**src/rtl/if_stage_if.sv**
```systemverilog
// Fetch-stage bus bundle.
// Groups everything if_stage exchanges with instruction memory, the hazard
// unit and the decode stage. clk and reset stay plain module ports.
//   slave  : the fetch stage itself.
//            Inputs:  InstrF, PCBranchD, PCSrcD, StallF, StallD, FlushD.
//            Outputs: PCF, PCPlus4F, InstrD, PCPlus4D, ValidD.
//   master : the environment around the fetch stage, which drives the
//            stage inputs and observes its outputs.
interface if_stage_if #(
  parameter int PC_WIDTH    = 9,
  parameter int INSTR_WIDTH = 32
);
  logic [INSTR_WIDTH-1:0] InstrF;
  logic [PC_WIDTH-1:0]    PCBranchD;
  logic                   PCSrcD;
  logic                   StallF;
  logic                   StallD;
  logic                   FlushD;
  logic [PC_WIDTH-1:0]    PCF;
  logic [PC_WIDTH-1:0]    PCPlus4F;
  logic [INSTR_WIDTH-1:0] InstrD;
  logic [PC_WIDTH-1:0]    PCPlus4D;
  logic                   ValidD;

  modport slave (
    input  InstrF, PCBranchD, PCSrcD, StallF, StallD, FlushD,
    output PCF, PCPlus4F, InstrD, PCPlus4D, ValidD
  );

  modport master (
    output InstrF, PCBranchD, PCSrcD, StallF, StallD, FlushD,
    input  PCF, PCPlus4F, InstrD, PCPlus4D, ValidD
  );
endinterface

```
**src/rtl/if_stage.sv**
```systemverilog
// Instruction-fetch stage.
// Holds the PC and computes PC+4. It picks the next PC, either sequential or
// the decode-stage branch target. It also registers the fetched instruction,
// PC+4 and a valid flag into the IF/ID pipeline register.
// Ports:
//   clk   : rising-edge clock.
//   reset : asynchronous, active-low. Asserting it clears all state at once.
//   bus   : if_stage_if.slave, which carries:
//           InstrF, PCBranchD, PCSrcD     fetch data and branch redirect.
//           StallF, StallD, FlushD        hazard-unit controls.
//           PCF, PCPlus4F                 current fetch address and PCF+4.
//           InstrD, PCPlus4D, ValidD      IF/ID register outputs.
module if_stage #(
  parameter int          PC_WIDTH    = 9,
  parameter int          INSTR_WIDTH = 32,
  parameter int unsigned RESET_PC    = 0
) (
  input  logic     clk,
  input  logic     reset,
  if_stage_if.slave bus
);

  // Low bits are masked so that a misaligned parameter still yields a
  // word-aligned fetch address.
  localparam logic [PC_WIDTH-1:0] RESET_PC_W =
    {PC_WIDTH'(RESET_PC) >> 2, 2'b00};

  logic [PC_WIDTH-1:0]    pc_reg;
  logic [PC_WIDTH-1:0]    pc_plus4;
  logic [PC_WIDTH-1:0]    pc_sel;
  logic [PC_WIDTH-1:0]    pc_next;
  logic [INSTR_WIDTH-1:0] instr_reg;
  logic [PC_WIDTH-1:0]    pcplus4_reg;
  logic                   valid_reg;

  // The sum wraps modulo 2^PC_WIDTH.
  assign pc_plus4 = pc_reg + PC_WIDTH'(4);
  assign pc_sel   = bus.PCSrcD ? bus.PCBranchD : pc_plus4;
  // Branch targets are forced to word alignment.
  assign pc_next  = {pc_sel[PC_WIDTH-1:2], 2'b00};

  // PC register: a stall holds the PC. A redirect seen during a stall is
  // dropped; the hazard unit keeps PCSrcD high until the stall clears.
  always_ff @(posedge clk or negedge reset) begin
    if (!reset) begin
      pc_reg <= RESET_PC_W;
    end else if (!bus.StallF) begin
      pc_reg <= pc_next;
    end
  end

  // IF/ID register: a flush beats a stall and inserts an all-zero bubble.
  always_ff @(posedge clk or negedge reset) begin
    if (!reset) begin
      instr_reg   <= '0;
      pcplus4_reg <= '0;
      valid_reg   <= 1'b0;
    end else if (bus.FlushD) begin
      instr_reg   <= '0;
      pcplus4_reg <= '0;
      valid_reg   <= 1'b0;
    end else if (!bus.StallD) begin
      instr_reg   <= bus.InstrF;
      pcplus4_reg <= pc_plus4;
      valid_reg   <= 1'b1;
    end
  end

  assign bus.PCF      = pc_reg;
  assign bus.PCPlus4F = pc_plus4;
  assign bus.InstrD   = instr_reg;
  assign bus.PCPlus4D = pcplus4_reg;
  assign bus.ValidD   = valid_reg;

endmodule
```
**src/flat_wrapper.sv**
```systemverilog
// flat-port wrapper written by rule: the top's interface ports become plain ports
module if_stage_flat 
#(
  parameter int          PC_WIDTH    = 9,
  parameter int          INSTR_WIDTH = 32,
  parameter int unsigned RESET_PC    = 0
)
  (clk, reset, bus_InstrF, bus_PCBranchD, bus_PCSrcD, bus_StallF, bus_StallD, bus_FlushD, bus_PCF, bus_PCPlus4F, bus_InstrD, bus_PCPlus4D, bus_ValidD);
  if_stage_if #(.PC_WIDTH(PC_WIDTH), .INSTR_WIDTH(INSTR_WIDTH)) bus_i ();
  input  logic clk;
  input  logic reset;
  input wire logic [$bits(bus_i.InstrF)-1:0] bus_InstrF;
  input wire logic [$bits(bus_i.PCBranchD)-1:0] bus_PCBranchD;
  input wire logic [$bits(bus_i.PCSrcD)-1:0] bus_PCSrcD;
  input wire logic [$bits(bus_i.StallF)-1:0] bus_StallF;
  input wire logic [$bits(bus_i.StallD)-1:0] bus_StallD;
  input wire logic [$bits(bus_i.FlushD)-1:0] bus_FlushD;
  output wire logic [$bits(bus_i.PCF)-1:0] bus_PCF;
  output wire logic [$bits(bus_i.PCPlus4F)-1:0] bus_PCPlus4F;
  output wire logic [$bits(bus_i.InstrD)-1:0] bus_InstrD;
  output wire logic [$bits(bus_i.PCPlus4D)-1:0] bus_PCPlus4D;
  output wire logic [$bits(bus_i.ValidD)-1:0] bus_ValidD;
  assign bus_i.InstrF = bus_InstrF;
  assign bus_i.PCBranchD = bus_PCBranchD;
  assign bus_i.PCSrcD = bus_PCSrcD;
  assign bus_i.StallF = bus_StallF;
  assign bus_i.StallD = bus_StallD;
  assign bus_i.FlushD = bus_FlushD;
  assign bus_PCF = bus_i.PCF;
  assign bus_PCPlus4F = bus_i.PCPlus4F;
  assign bus_InstrD = bus_i.InstrD;
  assign bus_PCPlus4D = bus_i.PCPlus4D;
  assign bus_ValidD = bus_i.ValidD;
  if_stage #(.PC_WIDTH(PC_WIDTH), .INSTR_WIDTH(INSTR_WIDTH), .RESET_PC(RESET_PC)) u_core (.clk(clk), .reset(reset), .bus(bus_i));
endmodule
```
**config.mk**
```make
export PLATFORM = sky130hd
export DESIGN_NAME = if_stage_flat
export DESIGN_NICKNAME = d
export VERILOG_FILES = /design/src/rtl/if_stage_if.sv /design/src/rtl/if_stage.sv /design/src/flat_wrapper.sv
export SDC_FILE = /design/constraint.sdc
export NUM_CORES = 1
export LEC_CHECK = 0
export BUFFER_PORTS_ARGS = -buffer_cell sky130_fd_sc_hd__buf_2
export CAP_MARGIN = 20
export CORE_MARGIN = 1.5
export CORE_UTILIZATION = 29
export DETAILED_ROUTE_END_ITERATION = 16
export GPL_TIMING_DRIVEN = 0
export SYNTH_ARGS = -nofsm -noshare
export SYNTH_HDL_FRONTEND = slang
export SYNTH_SLANG_ARGS = --single-unit
```
**constraint.sdc**
```tcl
create_clock -name clk -period 1.65 [get_ports clk]
set_input_delay 0.2475 -clock clk [delete_from_list [all_inputs] [get_ports clk]]
set_output_delay 0.2475 -clock clk [all_outputs]
set_load 0.01 [all_outputs]
```
-- After elaboration in Yosys (flattened, before gate mapping)
Index checks and enable logic that the tools add are counted.
Widths: inputs -> output; s select.
- add/subtract/negate cells: 1
- equality and inequality tests: 1
- multiplexer cells: 7
- operators by type and width (kind ; count):
    $mux 32 ; 2
    $mux 9 ; 3
    $add 9x3->9 const B ; 1
    $mux 1 ; 2
    $ne 2x1->1 const B ; 1
- register bits: 49
- input bits: 47

-- Longest topological paths before layout
- word-level depth: 3
- mapped depth: 5

-- Worst setup path after synthesis
No wires, ideal clock.
- path type: flip-flop to output port
- start point: register u_core.pc_reg[2] (netlist: u_core.bus.PCF[2])
- end point: output bus_PCPlus4F[8]
- arrival: 1320 ps
- required time: 1402 ps
- slack: 82 ps
- cell stages (with the launch flop): 5
- cell sequence: dfrtp_1 > ha_1 > nand4_1 > or3_1 > nand2_1
- cells in the longest elaborated chain, start to end: 1
- ends and longest elaborated chain (item ; RTL line ; source):
    start, declared ; if_stage.sv:28 ; logic [PC_WIDTH-1:0] pc_reg;
    start signal, assigned ; if_stage.sv:48 ; pc_reg <= pc_next;
    $add 9x3->9 ; if_stage.sv:37 ; assign pc_plus4 = pc_reg + PC_WIDTH'(4);
    end, declared ; flat_wrapper.sv:19 ; output wire logic [$bits(bus_i.PCPlus4F)-1:0] bus_PCPlus4F;
No other way between the ends.

-- Final worst setup path
- start point: register u_core.pc_reg[3] (netlist: u_core.bus.PCF[3])
- end point: output bus_PCPlus4F[8]
Same word-level chain as after synthesis.

==> impl_metrics.json <==
{
  "initial_utilization_pct": 30.5,
  "hp-start": "bus_PCBranchD[2]",
  "synth_seq_cells": 47,
  "fin_area_um2": 3010,
  "hold_violations": 0,
  "grt-ovfl-total": 0,
  "wl_per_cell_um": 12.8,
  "grt_max_degree": 48,
  "worstSetupStartpointType": "flop",
  "die_h_um": 88.2,
  "cp_top_family": "simple AND/OR/NAND/NOR gates",
  "post-dp-hpwl_mm": 3.86,
  "synth_seq_area_share_pct": 55.8,
  "coreArea_um2": 6910,
  "fmax_ghz": 0.574,
  "drv_slew": 0,
  "synth_cells": 195,
  "synth.distinct_cells": 28,
  "r2r-end": "u_core.bus.PCPlus4D[4]",
  "avgViaCountPerCell": 4.39,
  "num_io_pins": 107,
  "syn_to_final_growth_pct": 42.8,
  "min_period_over_period_pct": 106,
  "die_area_um2": 7790,
  "critPathBufInv": 1,
  "syn_area_per_cell_um2": 10.8,
  "p_int_mw": 1.91,
  "root_buffer": "clkbuf_8",
  "antenna_cells": 0,
  "period_minus_slack_ns": 1.74,
  "crit_slowest_cell": "dfrtp_2",
  "p_switching_uw": 865,
  "grt_busiest_layer": "met2",
  "rsz0062_at_grt": "true",
  "crit_chain": "ha_4, nand4_1, or3_1, nand2_1, buf_6",
  "cts_made_buffers": 5,
  "clock_skew_ns": 0.00309,
  "hold_class": "in2reg",
  "nets": 365,
  "ir_drop_v": 0.000348,
  "finish.utilization_pct": 43.6,
  "dp_slack_ns": -0.182,
  "whs_ns": 0.180,
  "drv_cap": 0,
  "grtUsageMet1_pct": 17.8,
  "worst_pin_slew_ns": 0.529,
  "r2r-start": "u_core.bus.PCF[3]",
  "routed_wl_mm": 5.30,
  "power_leakage_nw": 1.64,
  "p_sw_share_pct": 31.2,
  "port_buffers": 97,
  "place_inst": 393,
  "slew_headroom_pct": 64.7,
  "drt_iter0_drc": 40,
  "first_pass_iters": 4,
  "pwr-share-comb_pct": 27.0,
  "gp_congestion": 0.727,
  "cp_max_fo": 4,
  "worst_path_largest_cell_delay_ns": 0.41,
  "cts.clk_slew.worst_paths_ns": 0.09,
  "total_power_mw": 2.78,
  "grt_pass1_wl_mm": 8.34,
  "clkPwrFrac_pct": 25.0,
  "criticalPathCategory": "reg2out",
  "fill_cells": 732,
  "use_met3_pct": 3.92,
  "vias": 1817,
  "stdcell_count": 414,
  "drc": 0,
  "drtAntennaViolNets": 0,
  "required_ns": 1.40,
  "drive_gt1_share_pct": 43.7,
  "worst_slack_ns": -0.0932,
  "placementRows": 30,
  "end_kind": "output pin",
  "setup_violations": 4,
  "outcome": "finished, violations left",
  "worst_ep_arrival_time_ns": 1.50,
  "setup-tns-final_ns": -0.301,
  "tritoncts": "yes",
  "cts_sinks": 47,
  "netlist_area_um2": 2110,
  "h-tree-depth": 2,
  "rrSetupSlack_ns": 0.23,
  "clock_path_buffers": 2,
  "insertion_delay_ns": 0.30,
  "dpl_cell_area_um2": 2730,
  "track_usage_pct": 13.9,
  "met2_usage_pct": 23.2,
  "antenna_found_initial": 0,
  "r2r_cells": 7,
  "violations": "setup timing",
  "seqPwrFrac_pct": 48.0,
  "p_per_area_nw_per_um2": 923,
  "whs_endpoint": "u_core.bus.PCF[2]",
  "die-width_um": 88.2,
  "yosys_warnings": 0,
  "grt_pass1_vias": 1780,
  "hold_depth": 3
}
-- sequential cells by signal (all words and copies together) (netlist names) --
register             cells
u_core.bus.InstrD       32
u_core.bus.PCF           7
u_core.bus.PCPlus4D      7
u_core.bus.ValidD        1
-- routing by layer --
layer,up-vias,part of all wire (%)
li1,896,-
met5,-,0
met2,71,45
met4,0,1.1
met1,844,46
met3,6,7.9
-- repair_timing --
| item | in CTS | in global routing |
|---|---|---|
| buffers inserted | 7 | 4 |
| hold buffers | 0 | 1 |
| resized for setup | 12 | 5 |
| pin swaps | 3 | 2 |
| setup endpoints to repair | 6 | 5 |
| endpoints found under the hold margin | 0 | 21 |
-- power by group through the flow --
stage,Clock [mW],Sequential [mW],Combinational [mW]
2_1_floorplan,0,1.39,0.295
3_3_place_gp,0,1.35,0.607
3_5_place_dp,0,1.36,0.613
4_1_cts,0.728,1.33,0.709
5_1_grt,0.777,1.35,0.834
6_report,0.694,1.33,0.749
-- worst max path at each step --
| stage | startpoint | to | slack (ns) | cells past startpoint |
|---|---|---|---|---|
| global placement | u_core.bus.PCF[2] | bus_PCPlus4F[8] | -0.18 | 5 |
| global route | u_core.bus.PCF[3] | bus_PCPlus4F[8] | -0.18 | 5 |
| CTS | u_core.bus.PCF[3] | bus_PCPlus4F[8] | -0.14 | 5 |
| detailed placement | u_core.bus.PCF[2] | bus_PCPlus4F[8] | -0.18 | 5 |
| finish | u_core.bus.PCF[3] | bus_PCPlus4F[8] | -0.09 | 5 |
| floorplan | u_core.bus.PCF[2] | bus_PCPlus4F[8] | 0.08 | 4 |
-- cell families after synthesis --
family | share of synthesized area, %
other | 0.178
AOI/OAI and AO/OA | 7.19
adders and majority gates | 0.594
and+or+nand+nor | 12.8
xor gates and xnor gates | 1.25
DFF | 55.8
buffers and inverters | 6.00
muxes | 16.2
-- area by class of cell --
type                       instances  area (um^2)  share of cell area (%)
tap                               96          120                    3.99
timing repair buffer             110          612                    20.3
clock inverter                     3         20.0                   0.666
inverter                           9         33.8                    1.12
buffer                            16         92.6                    3.08
multi-input combinational        128          881                    29.3
sequential                        47         1180                    39.2
clock buffer                       5         68.8                    2.29
-- cells in the final DEF (no fill, tap or decap), types with 4 or more instances in the layout --
master,n
nand2_1,6
mux2i_1,34
buf_4,17
clkbuf_8,5
a21oi_1,4
clkbuf_1,6
dfrtp_1,44
conb_1,6
o21ai_0,5
inv_1,8
buf_2,98
nor2_1,41
-- worst register-to-register path, cell delays in order, from the launching register on --
cell and delay, ns:
dfrtp_2 0.44, ha_4 0.18, buf_4 0.13, buf_6 0.11
xor2_2 0.17, buf_4 0.14, nand2_1 0.05, a21oi_1 0.06
-- Yosys cell counts, drive strengths merged --
| master | count | share of area (%) |
|---|---|---|
| a211oi | 2 | 0.71 |
| a21oi | 4 | 0.95 |
| a221oi | 3 | 1.2 |
| a22oi | 2 | 0.71 |
| a311o | 1 | 0.48 |
| a311oi | 2 | 0.83 |
| and3 | 1 | 0.36 |
| buf | 10 | 3.3 |
| clkbuf | 6 | 1.1 |
| clkinv | 1 | 0.18 |
| conb | 1 | 0.18 |
| dfrtp | 47 | 56 |
| ha | 1 | 0.59 |
| inv | 8 | 1.4 |
| mux2i | 34 | 16 |
| nand2 | 6 | 1.1 |
| nand3 | 4 | 0.95 |
| nand4 | 1 | 0.30 |
| nor2 | 41 | 7.3 |
| nor2b | 3 | 0.89 |
| nor3b | 3 | 1.1 |
| o21ai | 6 | 1.4 |
| o311ai | 2 | 0.83 |
| or2 | 1 | 0.30 |
| or3 | 2 | 0.59 |
| xnor2 | 2 | 0.83 |
| xor2 | 1 | 0.42 |
No activity file was read; power rests on OpenSTA's default activity.
